File: config.mk
export PLATFORM = sky130hd
export DESIGN_NAME = trace_pipe_tracker
export DESIGN_NICKNAME = d
export VERILOG_FILES = /design/src/rtl/trace_pipe_tracker.sv
export SDC_FILE = /design/constraint.sdc
export NUM_CORES = 1
export LEC_CHECK = 0
export CAP_MARGIN = 20
export CORE_MARGIN = 2
export CORE_UTILIZATION = 51
export CTS_BUF_LIST = sky130_fd_sc_hd__clkbuf_8 sky130_fd_sc_hd__clkbuf_16
export CTS_CLUSTER_DIAMETER = 60
export DETAILED_ROUTE_END_ITERATION = 8
export GPL_TIMING_DRIVEN = 0
export PLACE_DENSITY = 0.85
export SLEW_MARGIN = 20
export SYNTH_ARGS = -nofsm -noshare
export SYNTH_HDL_FRONTEND = slang
export SYNTH_SLANG_ARGS = --single-unit
File: constraint.sdc
create_clock -name clk -period 2.35 [get_ports clk]
set_clock_uncertainty 0.2 [all_clocks]
set_input_delay 0.47 -clock clk [delete_from_list [all_inputs] [get_ports clk]]
set_output_delay 0.47 -clock clk [all_outputs]
set_load 0.005 [all_outputs]
File: src/rtl/trace_pipe_tracker.sv
// Trace source: decodes each instruction leaving ID, carries its trace fields through
// EX/MEM/WB, and emits one registered record per retired instruction.
module trace_pipe_tracker #(
    parameter int XLEN    = 32,
    parameter int COUNT_W = 32
) (
    input  logic                   clk,
    input  logic                   rst_n,
    input  logic                   id_valid,
    input  logic [XLEN-1:0]        id_instruction,
    input  logic                   id_stall,
    input  logic                   flush_ex,
    input  logic                   pipe_stall,
    input  logic                   wb_rd_we,
    input  logic [XLEN-1:0]        wb_rd_value,
    output logic                   trace_valid,
    output logic [XLEN-1:0]        trace_instruction,
    output logic [4:0]             trace_rd,
    output logic [4:0]             trace_rs1,
    output logic [4:0]             trace_rs2,
    output logic signed [11:0]     trace_imm,
    output logic signed [XLEN-1:0] trace_rd_value,
    output logic [COUNT_W-1:0]     trace_count
);

    localparam logic [6:0] OP_IMM    = 7'b0010011;
    localparam logic [6:0] OP_LOAD   = 7'b0000011;
    localparam logic [6:0] OP_JALR   = 7'b1100111;
    localparam logic [6:0] OP_SYSTEM = 7'b1110011;
    localparam logic [6:0] OP_STORE  = 7'b0100011;
    localparam logic [6:0] OP_BRANCH = 7'b1100011;

    typedef struct packed {
        logic            valid;
        logic [XLEN-1:0] instr;
        logic [4:0]      rd;
        logic [4:0]      rs1;
        logic [4:0]      rs2;
        logic [11:0]     imm;
    } slot_t;

    slot_t id_dec;
    slot_t ex_q, ex_d, mem_q, mem_d, wb_q, wb_d;

    logic                   tv_q, tv_d;
    logic [XLEN-1:0]        tins_q, tins_d;
    logic [4:0]             trd_q, trd_d;
    logic [4:0]             trs1_q, trs1_d;
    logic [4:0]             trs2_q, trs2_d;
    logic signed [11:0]     timm_q, timm_d;
    logic signed [XLEN-1:0] trdv_q, trdv_d;
    logic [COUNT_W-1:0]     cnt_q, cnt_d;

    always_comb begin
        id_dec       = '0;
        id_dec.instr = id_instruction;
        id_dec.rd    = id_instruction[11:7];
        id_dec.rs1   = id_instruction[19:15];
        id_dec.rs2   = id_instruction[24:20];
        case (id_instruction[6:0])
            OP_IMM, OP_LOAD, OP_JALR, OP_SYSTEM: id_dec.imm = id_instruction[31:20];
            OP_STORE: begin
                id_dec.imm = {id_instruction[31:25], id_instruction[11:7]};
                id_dec.rd  = 5'd0;
            end
            // Branch offset bits [12:1]; bit 0 is always zero and is not carried.
            OP_BRANCH: begin
                id_dec.imm = {id_instruction[31], id_instruction[7],
                              id_instruction[30:25], id_instruction[11:8]};
                id_dec.rd  = 5'd0;
            end
            default: id_dec.imm = 12'd0;
        endcase
    end

    always_comb begin
        ex_d    = ex_q;
        mem_d   = mem_q;
        wb_d    = wb_q;
        tv_d    = 1'b0;
        tins_d  = tins_q;
        trd_d   = trd_q;
        trs1_d  = trs1_q;
        trs2_d  = trs2_q;
        timm_d  = timm_q;
        trdv_d  = trdv_q;
        cnt_d   = cnt_q;
        if (!pipe_stall) begin
            wb_d        = mem_q;
            mem_d       = ex_q;
            mem_d.valid = ex_q.valid & ~flush_ex;
            ex_d        = id_dec;
            ex_d.valid  = id_valid & ~id_stall & ~flush_ex;
            tv_d        = wb_q.valid;
            if (wb_q.valid) begin
                tins_d = wb_q.instr;
                trd_d  = wb_q.rd;
                trs1_d = wb_q.rs1;
                trs2_d = wb_q.rs2;
                timm_d = wb_q.imm;
                trdv_d = (wb_rd_we && wb_q.rd != 5'd0) ? wb_rd_value : '0;
                cnt_d  = cnt_q + COUNT_W'(1);
            end
        end
    end

    always_ff @(posedge clk) begin
        if (!rst_n) begin
            ex_q   <= '0;
            mem_q  <= '0;
            wb_q   <= '0;
            tv_q   <= 1'b0;
            tins_q <= '0;
            trd_q  <= '0;
            trs1_q <= '0;
            trs2_q <= '0;
            timm_q <= '0;
            trdv_q <= '0;
            cnt_q  <= '0;
        end else begin
            ex_q   <= ex_d;
            mem_q  <= mem_d;
            wb_q   <= wb_d;
            tv_q   <= tv_d;
            tins_q <= tins_d;
            trd_q  <= trd_d;
            trs1_q <= trs1_d;
            trs2_q <= trs2_d;
            timm_q <= timm_d;
            trdv_q <= trdv_d;
            cnt_q  <= cnt_d;
        end
    end

    assign trace_valid       = tv_q;
    assign trace_instruction = tins_q;
    assign trace_rd          = trd_q;
    assign trace_rs1         = trs1_q;
    assign trace_rs2         = trs2_q;
    assign trace_imm         = timm_q;
    assign trace_rd_value    = trdv_q;
    assign trace_count       = cnt_q;

endmodule
* Word level (Yosys, flattened, before mapping)
Cells that the tools add are included.
W data, S select, Z words.
** Storage, ports and cells
- Memory bits (writable) :: 0
- ROM bits :: 0
- Output and inout port bits :: 124
- Flip-flop bits (word level) :: 304
- Memories kept :: 0
- Word-level logic and storage cells :: 49
- Latch bits :: 0
** Cells by class
- Equality and inequality tests :: 6
- Reductions and logical operators :: 6
- Bitwise operators :: 7
- Order comparisons :: 0
- Shift operators :: 0
- $mul :: 0
- $add $sub $neg :: 1
- Divide/modulo/power cells :: 0
- Multiplexer cells :: 3
** Operator list (number)
- $pmux W12 S3 :: 1
- $add A32 B1 Y32 const B :: 1
- $mux W32 :: 1
- $eq A7 B7 Y1 const B :: 3
- $eq A7 B2 Y1 const B :: 1
- $eq A7 B5 Y1 const B :: 1
- $eq A7 B6 Y1 const B :: 1
- $mux W5 :: 1
- $reduce_bool A5 Y1 :: 1
- $not A1 Y1 :: 4
- $reduce_or A2 Y1 :: 2
- $reduce_or A4 Y1 :: 1
- $and A1 B1 Y1 :: 3
- $reduce_and A2 Y1 :: 1
- $logic_and A1 B1 Y1 :: 1

* Depth between registers and ports, before layout
Gate-level depths: netlist of the first run.
- Depth in word-level cells :: 3
- Depth in mapped cells :: 7
- Depth with buffers taken out :: 5

* Worst setup path after synthesis of the first run
OpenSTA, ideal clock, no wires.
- Path type :: flip-flop to flip-flop
- From :: register cnt_q[0] (netlist: trace_count[0])
- To :: register cnt_q[18] (netlist: trace_count[18])
- Slack :: 206 ps
- Arrival time :: 1874 ps
- Clock period less this slack :: 2144 ps
- Cell stages (with the launch flop) :: 7
- Cell sequence :: dfxtp_1 -> ha_1 -> nand3b_4 -> or4_1 -> buf_2 -> or4_1 -> a21oi_1
** Between the ends
- Word-level cells in the longest chain between the ends :: 1
** Ends and longest elaborated chain
- from (decl) :: RTL line 52 : logic [COUNT_W-1:0] cnt_q, cnt_d;
- from (signal assigned) :: RTL line 131 : cnt_q <= cnt_d;
- $add A32 B1 Y32 :: RTL line 102 : cnt_d = cnt_q + COUNT_W'(1);
No other way between the ends.
A chain may end at the register's enable or synchronous reset.

* Final worst setup path of the first run
- From :: register cnt_q[0] (netlist: trace_count[0])
- To :: register cnt_q[20] (netlist: trace_count[20])
Same word-level chain as after synthesis.

==> results of run 1 <==
-- final cells by class --
class | instances | area [um2]
timing repair buffer | 193 | 1930
clock inverter | 13 | 135
inverter | 14 | 52.6
tap | 260 | 325
clock buffer | 33 | 758
multi-input combinational | 710 | 4170
fill | 1434 | 5770
sequential | 264 | 5290
buffer | 82 | 398
-- cells in the mapped netlist --
| library cell | number |
|---|---|
| clkbuf_1 | 53 |
| a221oi_1 | 1 |
| a22oi_1 | 5 |
| xnor2_1 | 8 |
| nand3b_4 | 1 |
| o2111ai_1 | 1 |
| nand2b_1 | 1 |
| and2_1 | 3 |
| and3_1 | 6 |
| a211oi_1 | 1 |
| buf_4 | 10 |
| o21ai_1 | 7 |
| nand4b_1 | 1 |
| nand4_1 | 10 |
| nor3_1 | 3 |
| o221ai_1 | 5 |
| nor4_2 | 1 |
| buf_2 | 16 |
| and4_1 | 4 |
| ha_1 | 1 |
| o31ai_1 | 12 |
| o21a_1 | 2 |
| a21oi_1 | 110 |
| nor3b_1 | 2 |
| nand2_1 | 150 |
| nand3b_1 | 1 |
| buf_1 | 5 |
| or4_1 | 15 |
| or2_1 | 1 |
| or3_1 | 6 |
| nor2_1 | 155 |
| nor2b_1 | 8 |
| mux2i_1 | 132 |
| a221o_1 | 6 |
| xor2_1 | 4 |
| nor4b_1 | 1 |
| dfxtp_1 | 264 |
| inv_1 | 14 |
| and4b_1 | 1 |
| nand3_1 | 42 |
| nor4_1 | 2 |
| and3b_1 | 1 |
-- state kept, by name, indices dropped and copies added (netlist names) --
signal	cells
mem_q	50
trace_rd	5
ex_q	50
trace_instruction	32
trace_valid	1
wb_q	50
trace_count	32
trace_imm	12
trace_rd_value	32
-- report_power, final --
group	switching, mW	leakage [nW]	internal, mW
registers	0.0434	2.14	4.55
clock network	1.70	0.463	2.59
logic	0.276	2.48	0.233
total	2.02	5.08	7.37
-- per-stage QoR --
step	TNS [ns]	std cells	setup slack, ns	hold slack [ns]
global route	0	1569	0.00259	0.265
CTS	0	1570	0.00722	0.223
global placement	-183.53	1525	-0.931	0.238
floorplan	0	1072	0.206	0.232
detailed placement	-196.39	1525	-0.984	0.243
finish	0	1569	0.0838	0.238
-- per-layer routing --
| layer | track usage [%] | wire length (um) | up-vias |
|---|---|---|---|
| li1 | - | - | 4073 |
| met1 | 31.8 | 11200 | 4016 |
| met2 | 42.5 | 12500 | 280 |
| met3 | 3.59 | 1430 | 73 |
| met4 | 10.2 | 1050 | 0 |
| met5 | 0 | 0 | - |
-- final timing paths --
path / to / slack (ns) / cells past startpoint
setup / recovery: trace_count[20] / 0.08 / 7
hold / removal: ex_q[32] / 0.24 / 3
setup reg to reg: trace_count[20] / 0.08 / 7
hold reg to reg: trace_rd_value[1] / 0.25 / 2
-- cells by family (layout without fill, tap and decap cells) --
| kind of cell | Yosys count | after routing | synth area share, % |
|---|---|---|---|
| simple gates | 415 | 415 | 18.7 |
| flops | 264 | 264 | 53.7 |
| fa+ha+maj | 1 | 1 | 0.127 |
| mux | 132 | 132 | 13.4 |
| xor+xnor | 12 | 12 | 1.07 |
| buf+inv | 98 | 335 | 4.32 |
| compound gates | 150 | 150 | 8.70 |
-- what timing repair did --
action / CTS / global route
gates cloned: 0 / 0
endpoints found under the setup margin: 211 / 171
pin swaps: 0 / 0
gates resized for setup: 7 / 47
endpoints found under the hold margin: 0 / 0
-- critical path, cell delays in order (launching register included) --
cell      delay [ns]
dfxtp_2         0.37
ha_1            0.21
nand3b_4        0.12
or4_1           0.53
buf_2           0.19
buf_4           0.20
o31ai_1         0.22
a21oi_1         0.09
-- layout by cell type, fill, tap and decap left out, types with 2 or more instances in the layout --
master	synthesis	routed
dfxtp_1	264	260
clkdlybuf4s50_1	0	192
nor2_1	155	155
nand2_1	150	150
mux2i_1	132	132
a21oi_1	110	110
nand3_1	42	42
clkbuf_1	53	29
clkbuf_16	0	27
clkbuf_2	0	22
inv_1	14	18
buf_2	16	14
or4_1	15	14
buf_4	10	11
nand4_1	10	10
nor2b_1	8	8
o31ai_1	12	8
xnor2_1	8	8
o21ai_1	7	7
or3_1	6	6
and3_1	6	6
a221o_1	6	6
clkinv_2	0	6
clkbuf_8	0	6
buf_1	5	5
a22oi_1	5	5
o221ai_1	5	5
and4_1	4	4
o31ai_2	0	4
xor2_1	4	4
dfxtp_2	0	4
and2_1	3	3
nor3_1	3	3
bufinv_16	0	3
o21a_1	2	2
nor4_1	2	2
nor3b_1	2	2
==> impl_results.md, run 1 <==
- Fin crit share: between 90% and 100%
- Fin crit period: ~2.3 ns
- Worst EP required: between 2 and 3 ns
- DRT iter0 DRCs: between 500 and 600
- Hold_sp: id_instruction[5]
- Port Buffers: around 190
- Area post-placement: between 0.01 and 0.015 mm2
- Setup violators final: 0
- Final Hold Fails: 0
- CTS Sinks: roughly 260
- # rows: 50
- Antenna viol nets, final: 0
- Post-Layout Inst Area: 0.0131 mm2
- Syn Area/Cell: 9.19 um2
- Layout cells sized above 1: 7.72%
- Critical Path Start: trace_count[0]
- Max Slew Vio Count: 0
- Post-synthesis sequential area ratio: between 50 and 60%
- F_max: approximately 440 MHz
- PD cells: a little over 700 mW/mm2
- GR Util All Layers: between 20% and 30%
- CTS Root Cell: clkbuf_16
- Total power: 9.39 mW
- Placeable Area: 0.0188 mm2
- Synthesized Nets: roughly 1,100
- CTS Buf Count: 26
- TritonCTS clock tree: done
- GP Congestion: roughly 0.86
- Total grt overflow: 0
- Slew headroom: about 54%
- # IOs: approximately 200
- Syn Inst Count: roughly 1,100
- Critical path class: flip-flop to flip-flop
- Peak supply drop: just over 0.6 mV
- Crit end category: flip-flop
- Largest net degree at the start of global routing: 15
- Max cap viols: 0
- Antenna diodes: 0
- Initial antenna violation count: 0
- Hold-fix buffers at CTS: 0
- Worst skew pair latency: between 0.5 and 0.6 ns
- Post-CTS Setup Bufs: 0
- Final wirelength: roughly 26,000 um
- Critical Path AT: around 2.5 ns
- First-pass iteration count of the detailed router: 5
- Worst-Margin Slew: 0.687 ns
- Unrepaired setup endpoints after global routing: no
- Vias in the first global route: ~8,200
- Startpoint types: flip-flop
- Yosys warnings: 0
- Vias/cell: around 5.4
- Top cell type by total area after synthesis: dfxtp_1
- Layout area overhead: 32.6%
- WL/cell: 16.7 um
- Die footprint: 0.0204 mm2
- Unique masters post-synth: between 40 and 50
- HP Class: input pin to flip-flop
- Crit Path Max Fanout: 10
- Synth top area share: approximately 54%
- DRC errors left: 0
- DR vias: between 8,000 and 9,000
- Synth area leaders: dfxtp_1 54%, mux2i_1 13%, nor2_1 5.9%
- Bufs on Longest Clock Path: 3
- Lkg Pwr: 5.08 nW
- Global-route wire length before repair: slightly above 40,000 um
- Dpl hpwl: roughly 18,000 um
- Syn Std Cell Area: 0.00985 mm2
- Die extent in x: ~140 um
- Worst r2r src: trace_count[0]
- Utilization after layout: a little over two thirds
- Status: complete, no violations
- Clk slew on worst S/H paths: approximately 0.060 ns
- Die height: approximately 140 um
- Initial Utilization: a little over half
- NumNets Final: around 1,400
- Yosys reg bits: around 260
- Number of H-tree levels: 1
Note: power is estimated with default switching activity, not from simulation.
==> run 2, diff against run 1 <==
Settings changed: RECOVER_POWER set to 25.
==> impl_results.md, run 2 (synthesis results as in run 1) <==
- Final cell count without fillers: 1,569 (unchanged)
- Total power: 9.39 mW (about the same)
- Initial antenna violation count: 0 (unchanged)
- Internal power consumption: 7.37 mW (about the same)
- F_max: 442 MHz (was 441 MHz)
- Max cap viols: 0 (unchanged)
- Startpoint types: flip-flop (unchanged)
- GP Congestion: 0.856 (unchanged)
- First-pass iteration count of the detailed router: 5 (unchanged)
- Placed cell count: 1,525 (unchanged)
- Vias in the first global route: 8,208 (unchanged)
- Switching share of total power: 21.5% (about the same)
- Reg power frac: 48.9% (about the same)
- CTS Buf Count: 26 (unchanged)
- Total grt overflow: 0 (unchanged)
- Critical Path AT: 2.45 ns (was 2.46 ns)
- Antenna viol nets, final: 0 (unchanged)
- GR Util All Layers: 24.9% (unchanged)
- Global-route wire length before repair: 41,200 um (unchanged)
- DR vias: 8,453 (was 8,442)
- # IOs: 195 (unchanged)
- Max Slew Vio Count: 0 (unchanged)
- Unrepaired setup endpoints after global routing: no (unchanged)
- Layout cells sized above 1: 7.72% (unchanged)
- Largest regs: ex_q (50), mem_q (50), wb_q (50) (unchanged)
- Initial Utilization: 52.3% (unchanged)
- Die height: 143 um (unchanged)
- Number of H-tree levels: 1 (unchanged)
- Vias/cell: 5.39 (was 5.38)
- WL/cell: 16.7 um (about the same)
- Worst skew pair latency: 0.52 ns (about the same)
- Crit end category: flip-flop (unchanged)
- Port Buffers: 193 (unchanged)
- Layout area overhead: 32.6% (unchanged)
- Gate power share: 5.4% (about the same)
- Setup violators final: 0 (unchanged)
- Leading cell types in the layout, fill and taps excluded: 260 x dfxtp_1, 155 x nor2_1, 150 x nand2_1 (was 260 x dfxtp_1, 192 x clkdlybuf4s50_1, 155 x nor2_1)
- Worst-Margin Slew: 0.687 ns (about the same)
- Utilization after layout: 69.3% (unchanged)
- Post-Layout Inst Area: 0.0131 mm2 (unchanged)
- NumNets Final: 1,363 (unchanged)
- Worst EP required: 2.54 ns (about the same)
- Area post-placement: 0.0121 mm2 (unchanged)
- Final wirelength: 26,100 um (was 26,200 um)
- Clk slew on worst S/H paths: 0.06 ns (about the same)
- Die footprint: 0.0204 mm2 (unchanged)
- CTS Sinks: 264 (unchanged)
- PD cells: 719 mW/mm2 (about the same)
- TritonCTS clock tree: done (unchanged)
- Fin crit share: 96.2% (was 96.4%)
- Crit Path Max Fanout: 10 (unchanged)
- Fin crit period: 2.26 ns (was 2.27 ns)
- Lkg Pwr: 5.35 nW (was 5.08 nW)
- # rows: 50 (unchanged)
- Psw: 2.02 mW (about the same)
- Slew headroom: 54.2% (about the same)
- Placeable Area: 0.0188 mm2 (unchanged)
- Status: complete, no violations (unchanged)
- DRC errors left: 0 (unchanged)
- DRT iter0 DRCs: 566 (was 564)
- Clock Power Share: 45.7% (about the same)
- Antenna diodes: 0 (unchanged)
- Critical path class: flip-flop to flip-flop (unchanged)
- Bufs on Longest Clock Path: 3 (unchanged)
- Filler instances: 1,434 (unchanged)
- Hold slack final: 0.240 ns (was 0.238 ns)
- Largest net degree at the start of global routing: 15 (unchanged)
- Peak supply drop: 0.617 mV (was 0.616 mV)
- Final Hold Fails: 0 (unchanged)
- Dpl hpwl: 18,400 um (unchanged)
- Die extent in x: 143 um (unchanged)
- Most frequent standard cell in the layout excluding fill and tap cells: dfxtp_1 (unchanged)
- HP Class: input pin to flip-flop (unchanged)
- CTS Root Cell: clkbuf_16 (unchanged)
- Hold-fix buffers at CTS: 0 (unchanged)
## run 2: per-stage QoR
stage	setup WS, ns	setup TNS (ns)
4_1_cts	0.00722	0
5_1_grt	0.00259	0
6_report	0.0885	0
2_1_floorplan	0.206	0
3_5_place_dp	-0.984	-196.39
3_3_place_gp	-0.931	-183.53
## run 2: worst paths after layout
kind	slack (ns)	cells past startpoint	endpoint	from
setup reg to reg	0.09	7	trace_count[30]	trace_count[0]
hold reg to reg	0.25	2	trace_rd_value[1]	trace_rd_value[1]
setup / recovery	0.09	7	trace_count[30]	trace_count[0]
hold / removal	0.24	3	ex_q[32]	id_instruction[5]
## run 2: cell type report
type / instances / area [um2] / share of cell area, %
Sequential cell: 264 / 5290 / 40.5
Multi-Input combinational cell: 710 / 4170 / 31.9
Timing Repair Buffer: 193 / 1930 / 14.8
Clock buffer: 33 / 758 / 5.81
Buffer: 82 / 398 / 3.05
Tap cell: 260 / 325 / 2.49
Clock inverter: 13 / 135 / 1.03
Inverter: 14 / 52.6 / 0.402
## run 2: power groups by stage
stage	Combinational [mW]	Sequential, mW	Clock (mW)
6_report	0.508	4.59	4.29
4_1_cts	0.502	4.59	4.32
5_1_grt	0.545	4.60	4.52
2_1_floorplan	0.272	4.67	0
3_5_place_dp	0.495	4.69	0
3_3_place_gp	0.483	4.68	0
## run 2: routing by layer
layer	track usage (%)	wire length (um)	vias to the layer above
li1	-	-	4077
met1	31.8	11200	4024
met2	42.5	12500	281
met3	3.59	1420	71
met4	10.2	1040	0
met5	0	0	-
## run 2: critical path, cell delays in order, from the launching register on
cell and delay [ns]:
dfxtp_2 0.37, ha_1 0.21, nand3b_4 0.12, or4_1 0.53
buf_2 0.19, buf_4 0.20, o31ai_2 0.21, a21oi_1 0.10
## run 2: repair_timing
| item | 4_1_cts | 5_1_grt |
|---|---|---|
| resized for setup | 7 | 47 |
| endpoints found under the hold margin | 0 | 0 |
| setup endpoints to repair | 211 | 171 |
| setup buffers | 0 | 0 |
